==> src/rtl/core_if_pkg.sv <==
// core_if_pkg: Core interface widths and reader FSM state encoding.
package core_if_pkg;
  localparam int CORE_ADDR_W = 12;
  localparam int LANE_W = 2;
  localparam int ENTRY_W = 10;
  typedef logic [2:0] state_t;
  localparam state_t S_IDLE = 3'd0;
  localparam state_t S_COMPUTE = 3'd1;
  localparam state_t S_LANE = 3'd2;
  localparam state_t S_PUSH = 3'd3;
  localparam state_t S_FIN = 3'd4;
endpackage

==> src/rtl/core_nibble_assembler.sv <==
// core_nibble_assembler: collects single-bit Core samples into a 4-bit entry.
module core_nibble_assembler
  import core_if_pkg::*;
(
  input  logic              clk,
  input  logic              rst,
  input  logic              clear,
  input  logic              strobe,
  input  logic [LANE_W-1:0] lane,
  input  logic              sample,
  output logic [3:0]        nibble
);
  always_ff @(posedge clk or posedge rst)
    if (rst) nibble <= '0;
    else if (clear) nibble <= '0;
    else if (strobe) nibble[lane] <= sample;
endmodule

==> src/rtl/core_result_reader.sv <==
// core_result_reader: runs Core for COMPUTE_CYCLES, then streams its bit-addressed results as nibbles.
// Optional READER_CHECKSUM_EN adds a running 16-bit sum of accepted nibbles.
module core_result_reader
  import core_if_pkg::*;
#(
  parameter int COMPUTE_CYCLES = 589831,
  parameter int RD_LAT = 1,
  parameter int DEPTH = 1024,
  parameter int LANES = 4
) (
  input  logic                   clk,
  input  logic                   rst,
  input  logic                   start,
  output logic                   core_en,
  output logic [CORE_ADDR_W-1:0] core_addr,
  input  logic                   core_out,
  output logic [3:0]             out_data,
  output logic [ENTRY_W-1:0]     out_index,
  output logic                   out_valid,
  input  logic                   out_ready,
  output logic                   busy,
  output logic                   done
`ifdef READER_CHECKSUM_EN
  ,
  output logic [15:0]            checksum
`endif
);
  localparam int CW = $clog2(COMPUTE_CYCLES + 1);
  state_t state;
  logic [CW-1:0] cyc;
  logic [1:0] lat;
  logic [LANE_W-1:0] lane;
  logic [ENTRY_W-1:0] entry;
  logic [3:0] nib;
  logic strobe, lane_last, entry_last, accept, launch, clear;
  always_comb begin
    strobe = state == S_LANE && lat == 2'(RD_LAT);
    lane_last = lane == LANE_W'(LANES - 1);
    entry_last = entry == ENTRY_W'(DEPTH - 1);
    accept = state == S_PUSH && out_ready;
    launch = state == S_IDLE && start;
    clear = launch || accept;
  end
  assign busy = state != S_IDLE;
  core_nibble_assembler u_asm (
    .clk(clk), .rst(rst), .clear(clear), .strobe(strobe),
    .lane(lane), .sample(core_out), .nibble(nib)
  );
  always_ff @(posedge clk or posedge rst)
    if (rst) begin
      state <= S_IDLE;
      core_en <= 1'b0;
      core_addr <= '0;
      out_data <= '0;
      out_index <= '0;
      out_valid <= 1'b0;
      done <= 1'b0;
      cyc <= '0;
      lat <= '0;
      lane <= '0;
      entry <= '0;
    end else begin
      done <= 1'b0;
      case (state)
        S_IDLE:
          if (start) begin
            state <= S_COMPUTE;
            core_en <= 1'b1;
            cyc <= '0;
          end
        S_COMPUTE:
          if (cyc == CW'(COMPUTE_CYCLES - 1)) begin
            state <= S_LANE;
            core_en <= 1'b0;
            core_addr <= '0;
            lane <= '0;
            entry <= '0;
            lat <= '0;
          end else cyc <= cyc + 1'b1;
        S_LANE:
          if (!strobe) lat <= lat + 1'b1;
          else begin
            lat <= '0;
            // Lane 3 is the final bit: merge it straight into the emitted nibble.
            if (lane_last) begin
              state <= S_PUSH;
              out_data <= nib | {core_out, 3'b000};
              out_index <= entry;
              out_valid <= 1'b1;
              core_addr <= {entry, 2'b00};
              lane <= '0;
            end else begin
              lane <= lane + 1'b1;
              core_addr <= {entry, lane + 1'b1};
            end
          end
        S_PUSH:
          if (out_ready) begin
            out_valid <= 1'b0;
            if (entry_last) begin
              state <= S_FIN;
              done <= 1'b1;
              core_addr <= '0;
            end else begin
              state <= S_LANE;
              entry <= entry + 1'b1;
              core_addr <= {entry + 1'b1, 2'b00};
            end
          end
        S_FIN: begin
          state <= S_IDLE;
          core_addr <= '0;
        end
        default: state <= S_IDLE;
      endcase
    end
`ifdef READER_CHECKSUM_EN
  always_ff @(posedge clk or posedge rst)
    if (rst) checksum <= '0;
    else if (launch) checksum <= '0;
    else if (accept) checksum <= checksum + 16'(out_data);
`endif
endmodule

==> config.mk <==
export PLATFORM = sky130hd
export DESIGN_NAME = core_result_reader
export DESIGN_NICKNAME = d
export VERILOG_FILES = /design/src/rtl/core_if_pkg.sv /design/src/rtl/core_nibble_assembler.sv /design/src/rtl/core_result_reader.sv
export SDC_FILE = /design/constraint.sdc
export NUM_CORES = 1
export LEC_CHECK = 0
export ABC_AREA = 1
export BUFFER_PORTS_ARGS = -buffer_cell sky130_fd_sc_hd__buf_4
export CELL_PAD_IN_SITES_DETAIL_PLACEMENT = 1
export CELL_PAD_IN_SITES_GLOBAL_PLACEMENT = 1
export CORE_MARGIN = 4
export CORE_UTILIZATION = 23
export DETAILED_ROUTE_END_ITERATION = 7
export GPL_TIMING_DRIVEN = 0
export MAX_ROUTING_LAYER = met4
export PLACE_DENSITY = 0.46
export SYNTH_ARGS = -nofsm -noshare
export SYNTH_HDL_FRONTEND = slang
export SYNTH_SLANG_ARGS = --single-unit
==> constraint.sdc <==
create_clock -name clk -period 1.9 [get_ports clk]
set_input_delay 0.285 -clock clk [delete_from_list [all_inputs] [get_ports clk]]
set_output_delay 0.285 -clock clk [all_outputs]
set_load 0.01 [all_outputs]
==> impl_metrics.py, run 1 <==
metrics = {
    "cells_and_area": {
        "fin_nets": 556,
        "layout_commonest_cell": "nand2_1",
        "final_cell_mix": "nand2_1 (149), dfrtp_1 (67), nor2_1 (47)",
        "diodes": 0,
        "area_growth_pct": 26.6,
        "drive_gt1_frac": 0.215,
    },
    "global_route": {
        "grt_max_degree": 32,
        "grt_pass1_wl_um": 18900,
        "grt_overflow": 0,
        "track_usage": 0.135,
        "antenna_found_initial": 0,
        "grt_pass1_vias": 3515,
    },
    "synthesis": {
        "synthesis.area_mm2": 0.00383,
        "ys_ff_latch": 70,
        "syn_nets": 496,
        "syn_inst": 484,
        "yosysWarnings": 0,
        "synth-edff-count": 0,
        "synth.distinct_cells": 36,
        "synth-seq-area-share": 0.458,
        "ys_async_sr_fraction": 1.00,
        "synth_top_flop_cell": "dfrtp_1",
        "syn_avg_cell_area_um2": 7.91,
    },
    "floorplan": {
        "dieArea_mm2": 0.0188,
        "initial_utilization": 0.238,
        "die_height_um": 137,
        "core-area_mm2": 0.0161,
        "fp-row-count": 46,
        "io-pin-count": 35,
        "die_w_um": 137,
    },
    "setup_path": {
        "cp_num_buf_inv": 3,
        "crit_slowest_cell": "dfrtp_2",
        "slowest_delay_ps": 430,
        "critPathArrivalTime_ps": 2020,
        "path_cells": "inv_4 > ha_2 > nand3_1 > nor2_2 > nand3_1 > nand2_2 > buf_8 > nand3_4 > clkbuf_16 > nand2_1 > nand2_1",
        "path_delay_family": "simple AND/OR/NAND/NOR gates",
        "crit_path_max_fanout": 6,
        "cp.required_ps": 2140,
        "crit_path_end_kind": "flop",
        "worstSetupStartpointType": "flop",
        "worstSetupPathType": "flop to flop",
    },
    "placement": {
        "port_buffers": 34,
        "dp_hpwl_um": 8620,
        "pre_cts_slack_ps": -189,
        "gp_congestion": 0.853,
    },
    "power": {
        "peakVddDrop_uv": 414,
        "totalPowerFinal_mw": 3.19,
        "power_density_mw_per_mm2": 658,
        "p_leak_nw": 2.28,
    },
    "sta": {
        "holdWs_ps": 236,
        "finalCritPeriodShare": 0.936,
        "worst_slack_ps": 121,
        "rsz0062_at_grt": "true",
        "tightest_slew_ps": 328,
        "finalHoldViolations": 0,
        "fmax_mhz": 562,
        "finalSetupViolCount": 0,
        "finClkSkew_ps": 9.99,
        "relSlewSlack": 0.781,
        "min_period_ps": 1780,
        "slew_violations": 0,
    },
    "cts": {
        "clk_path_buf_depth": 2,
        "cts.sinks": 70,
        "tritoncts": "done",
        "clk_latency_ps": 350,
        "htreeDepth": 3,
        "path_clk_slew_ps": 60,
        "numCtsBuffers": 9,
        "root_buffer": "clkbuf_16",
    },
    "routing": {
        "first_pass_iters": 4,
        "dr.first_iter.drc_count": 116,
        "wl_per_cell_um": 15.0,
        "drc_errors": 0,
        "via_count": 3331,
        "via_per_inst": 4.35,
        "drtAntennaViolNets": 0,
        "wirelength_um": 11500,
    },
    "job": {
        "max_cap_viol_count": 0,
    },
    "hold_path": {
        "min_path_type": "input pin to flop",
    },
    "run_status": {
        "status": "completed",
    },
}
cell families after synthesis:
family                   Yosys count  synth area share
buffers and inverters             53            0.0618
flip-flops                        70             0.458
multiplexers                       9            0.0353
XOR/XNOR                          11            0.0252
adder cells (fa/ha/maj)            7            0.0229
AND/OR/NAND/NOR                  271             0.310
AO/OA/AOI/OAI                     63            0.0873
registers in the layout (all words and copies together) (netlist names):
register / count
core_addr: 12
core_en: 1
cyc: 20
done: 1
entry: 10
lane: 2
lat: 2
out_data: 4
out_index: 10
out_valid: 1
state: 3
u_asm.nibble: 4
metal layers:
layer / up-vias / part of all wire / GRT usage
li1: 1677 / - / -
met1: 1610 / 0.52 / 0.192
met2: 32 / 0.44 / 0.193
met3: 12 / 0.021 / 0.0213
met4: 0 / 0.016 / 0.0516
met5: - / 0 / -
cell usage after synthesis (2+ instances only):
cell type	n	area share
nand2_1	149	0.15
dfrtp_1	70	0.46
nor2_1	49	0.048
nand3_1	43	0.056
inv_1	38	0.037
o21ai_0	38	0.050
a21oi_1	13	0.017
mux2_4	9	0.035
xor2_1	9	0.021
ha_1	7	0.023
buf_2	5	0.0065
nand2_2	5	0.0082
nand4_1	5	0.0082
o21ai_1	5	0.0065
nor3_1	4	0.0052
buf_6	3	0.0088
inv_2	3	0.0029
nor2_2	3	0.0049
nor2_4	3	0.0088
or2_2	3	0.0049
and2_1	2	0.0033
buf_4	2	0.0039
o21ai_2	2	0.0046
xnor2_1	2	0.0046
through the flow:
step | utilization | TNS [ps] | area, µm² | cells
after floorplan | - | 0 | 3830 | 484
after global placement | 0.270 | -1960 | 4360 | 734
after detailed placement | 0.273 | -2260 | 4400 | 736
after CTS | 0.293 | 0 | 4730 | 756
after global routing | 0.301 | -282 | 4850 | 765
final | 0.301 | 0 | 4850 | 765
path summary, 6_finish.rpt:
check / start / cells past startpoint / slack, ps / endpoint
worst max-delay path: cyc[0]$_DFFE_PP0P_ / 11 / 120 / core_addr[5]$_DFFE_PP0P_
worst min-delay path: out_ready / 3 / 240 / done$_DFF_PP0_
worst max register to register: cyc[0]$_DFFE_PP0P_ / 11 / 120 / core_addr[5]$_DFFE_PP0P_
worst min register to register: core_addr[9]$_DFFE_PP0P_ / 2 / 480 / core_addr[9]$_DFFE_PP0P_
max in group asynchronous: rst / 5 / 750 / entry[1]$_DFFE_PP0P_
min in group asynchronous: rst / 3 / 440 / u_asm.nibble[0]$_DFFE_PP0P_
power by group:
part / internal, mW / switching [mW] / total [mW]
Combinational: 0.0170 / 0.0378 / 0.0548
Sequential: 1.49 / 0.000263 / 1.49
Clock: 0.926 / 0.716 / 1.64
repair_timing:
| item | CTS | global route |
|---|---|---|
| gates cloned | 0 | 1 |
| buffers inserted | 3 | 8 |
| pin swaps | 0 | 4 |
| resized for setup | 2 | 15 |
| hold endpoints to repair | 10 | 0 |
| endpoints found under the setup margin | 33 | 36 |
| hold buffers | 1 | 0 |
tightest hold or removal path, stage by stage:
cell,delay (ps)
buf_4,120
inv_1,80
nor2_1,50
cell type report:
class	instances	area, µm²
Timing Repair Buffer	49	425
Inverter	41	160
Fill cell	1959	11300
Sequential cell	70	1760
Buffer	12	96.3
Clock buffer	10	239
Tap cell	216	270
Multi-Input combinational cell	361	1860
Clock inverter	6	45.0
(Power assumes the default switching activity.)
==> run 2, diff against run 1 <==
--- a/config.mk
+++ b/config.mk
@@ -10,11 +10,11 @@
 export CELL_PAD_IN_SITES_DETAIL_PLACEMENT = 1
 export CELL_PAD_IN_SITES_GLOBAL_PLACEMENT = 1
 export CORE_MARGIN = 4
-export CORE_UTILIZATION = 23
+export CORE_UTILIZATION = 30
 export DETAILED_ROUTE_END_ITERATION = 7
 export GPL_TIMING_DRIVEN = 0
 export MAX_ROUTING_LAYER = met4
-export PLACE_DENSITY = 0.46
+export PLACE_DENSITY = 0.57
 export SYNTH_ARGS = -nofsm -noshare
 export SYNTH_HDL_FRONTEND = slang
 export SYNTH_SLANG_ARGS = --single-unit
==> impl_metrics.py, run 2 (same netlist as run 1, synthesis figures left out) <==
metrics = {
    "routing": {
        "first_pass_iters": 5,
        "wirelength_um": 10900,
        "drtAntennaViolNets": 0,
        "dr.first_iter.drc_count": 121,
        "wl_per_cell_um": 15.3,
        "drc_errors": 0,
        "via_per_inst": 4.68,
        "via_count": 3349,
    },
    "placement": {
        "pre_cts_slack_ps": -240,
        "port_buffers": 34,
        "gp_congestion": 0.868,
        "dp_hpwl_um": 8080,
    },
    "setup_path": {
        "crit_path_end_kind": "flop",
        "cp.required_ps": 2130,
        "worstSetupStartpointType": "flop",
        "worstSetupPathType": "flop to flop",
        "crit_path_max_fanout": 10,
        "critPathArrivalTime_ps": 2020,
    },
    "sta": {
        "relSlewSlack": 0.635,
        "tightest_slew_ps": 548,
        "finalCritPeriodShare": 0.945,
        "finClkSkew_ps": 4.22,
        "finalHoldViolations": 0,
        "fmax_mhz": 557,
        "min_period_ps": 1800,
        "finalSetupViolCount": 0,
        "slew_violations": 0,
        "worst_slack_ps": 104,
    },
    "cells_and_area": {
        "drive_gt1_frac": 0.195,
        "layout_commonest_cell": "nand2_1",
        "largest_register_ffs": 20,
        "diodes": 0,
        "top_register": "cyc",
        "final_cell_mix": "nand2_1 (149), dfrtp_1 (68), nor2_1 (47)",
        "area_growth_pct": 23.9,
        "largestRegisters": "cyc (20), core_addr (12)",
        "fin_nets": 551,
    },
    "cts": {
        "htreeDepth": 3,
        "clk_latency_ps": 340,
        "tritoncts": "done",
        "root_buffer": "clkbuf_16",
        "clk_path_buf_depth": 2,
        "cts.sinks": 70,
        "numCtsBuffers": 9,
        "path_clk_slew_ps": 60,
    },
    "floorplan": {
        "fp-row-count": 41,
        "io-pin-count": 35,
        "die_w_um": 121,
        "core-area_mm2": 0.0126,
        "initial_utilization": 0.305,
        "dieArea_mm2": 0.0146,
        "die_height_um": 121,
    },
    "global_route": {
        "met2_usage": 0.262,
        "grt_max_degree": 30,
        "grt_util_met1": 0.207,
        "grt_overflow": 0,
        "grt.met3_usage": 0.0443,
        "grt_pass1_vias": 3564,
        "top_usage_layer": "met2",
        "track_usage": 0.164,
        "antenna_found_initial": 0,
        "grt_pass1_wl_um": 18100,
    },
    "power": {
        "power_density_mw_per_mm2": 675,
        "totalPowerFinal_mw": 3.20,
        "p_leak_nw": 2.26,
        "peakVddDrop_uv": 532,
    },
    "run_status": {
        "status": "completed",
    },
    "job": {
        "max_cap_viol_count": 0,
    },
    "hold_path": {
        "min_path_type": "input pin to flop",
    },
}
run 2: changes by cell type in the layout (fill, tap and decap cells not counted), sizes merged:
cell,previous run,this run
inv,42,40
bufinv,0,1
buf,55,51
clkinv,1,2
clkinvlp,4,2
clkbuf,15,16
run 2: layout make-up:
cell class,count,area (µm²)
timing repair buffer,44,388
inverter,41,160
clock buffer,12,236
multi-input combinational,361,1850
sequential,70,1750
fill,1541,7820
buffer,12,92.6
clock inverter,4,47.5
tap,172,215
run 2: path summary, 6_finish.rpt:
check / startpoint / endpoint / slack (ps) / cells past startpoint
setup / recovery: entry[0]$_DFFE_PP0P_ / entry[2]$_DFFE_PP0P_ / 100 / 10
hold / removal: out_ready / done$_DFF_PP0_ / 250 / 3
setup reg to reg: entry[0]$_DFFE_PP0P_ / entry[2]$_DFFE_PP0P_ / 100 / 10
hold reg to reg: core_addr[1]$_DFFE_PP0P_ / core_addr[1]$_DFFE_PP0P_ / 480 / 2
max in group asynchronous: rst / entry[0]$_DFFE_PP0P_ / 720 / 5
min in group asynchronous: rst / cyc[11]$_DFFE_PP0P_ / 480 / 3
run 2: per-layer routing:
layer	share of wire	vias up
met1	0.47	1627
met5	0	-
met4	0.012	0
met2	0.49	42
met3	0.029	11
li1	-	1669
run 2: repair_timing:
item	CTS	global route
gates resized for setup	2	9
hold buffers	1	0
buffers inserted	4	2
endpoints found under the setup margin	40	31
pin swaps	0	1
gates cloned	0	1
hold endpoints to repair	13	0
run 2: through the flow:
stage | instances | instance area (µm²) | hold WS (ps) | utilization | TNS, ps
after floorplan | 484 | 3830 | 430 | - | 0
after global placement | 690 | 4300 | 469 | 0.342 | -2320
after detailed placement | 692 | 4340 | 291 | 0.346 | -3660
after CTS | 713 | 4680 | 231 | 0.372 | 0
after global routing | 716 | 4740 | 239 | 0.378 | -1.18
final | 716 | 4740 | 248 | 0.378 | 0
run 2: worst max-delay path, stage by stage, from the launching register on:
cell and delay, ps:
dfrtp_2 450, ha_1 240, nand2_1 120, nor2_2 60
nand3_1 100, nand2_2 100, nand2_2 110, nand3_2 150
buf_4 220, nand2_1 60, o21ai_1 60
run 2: power breakdown:
group | internal [mW] | total, mW | switching [mW]
logic | 0.0169 | 0.0545 | 0.0376
registers | 1.49 | 1.49 | 0.000473
clock network | 1.01 | 1.66 | 0.643
total | 2.52 | 3.20 | 0.681
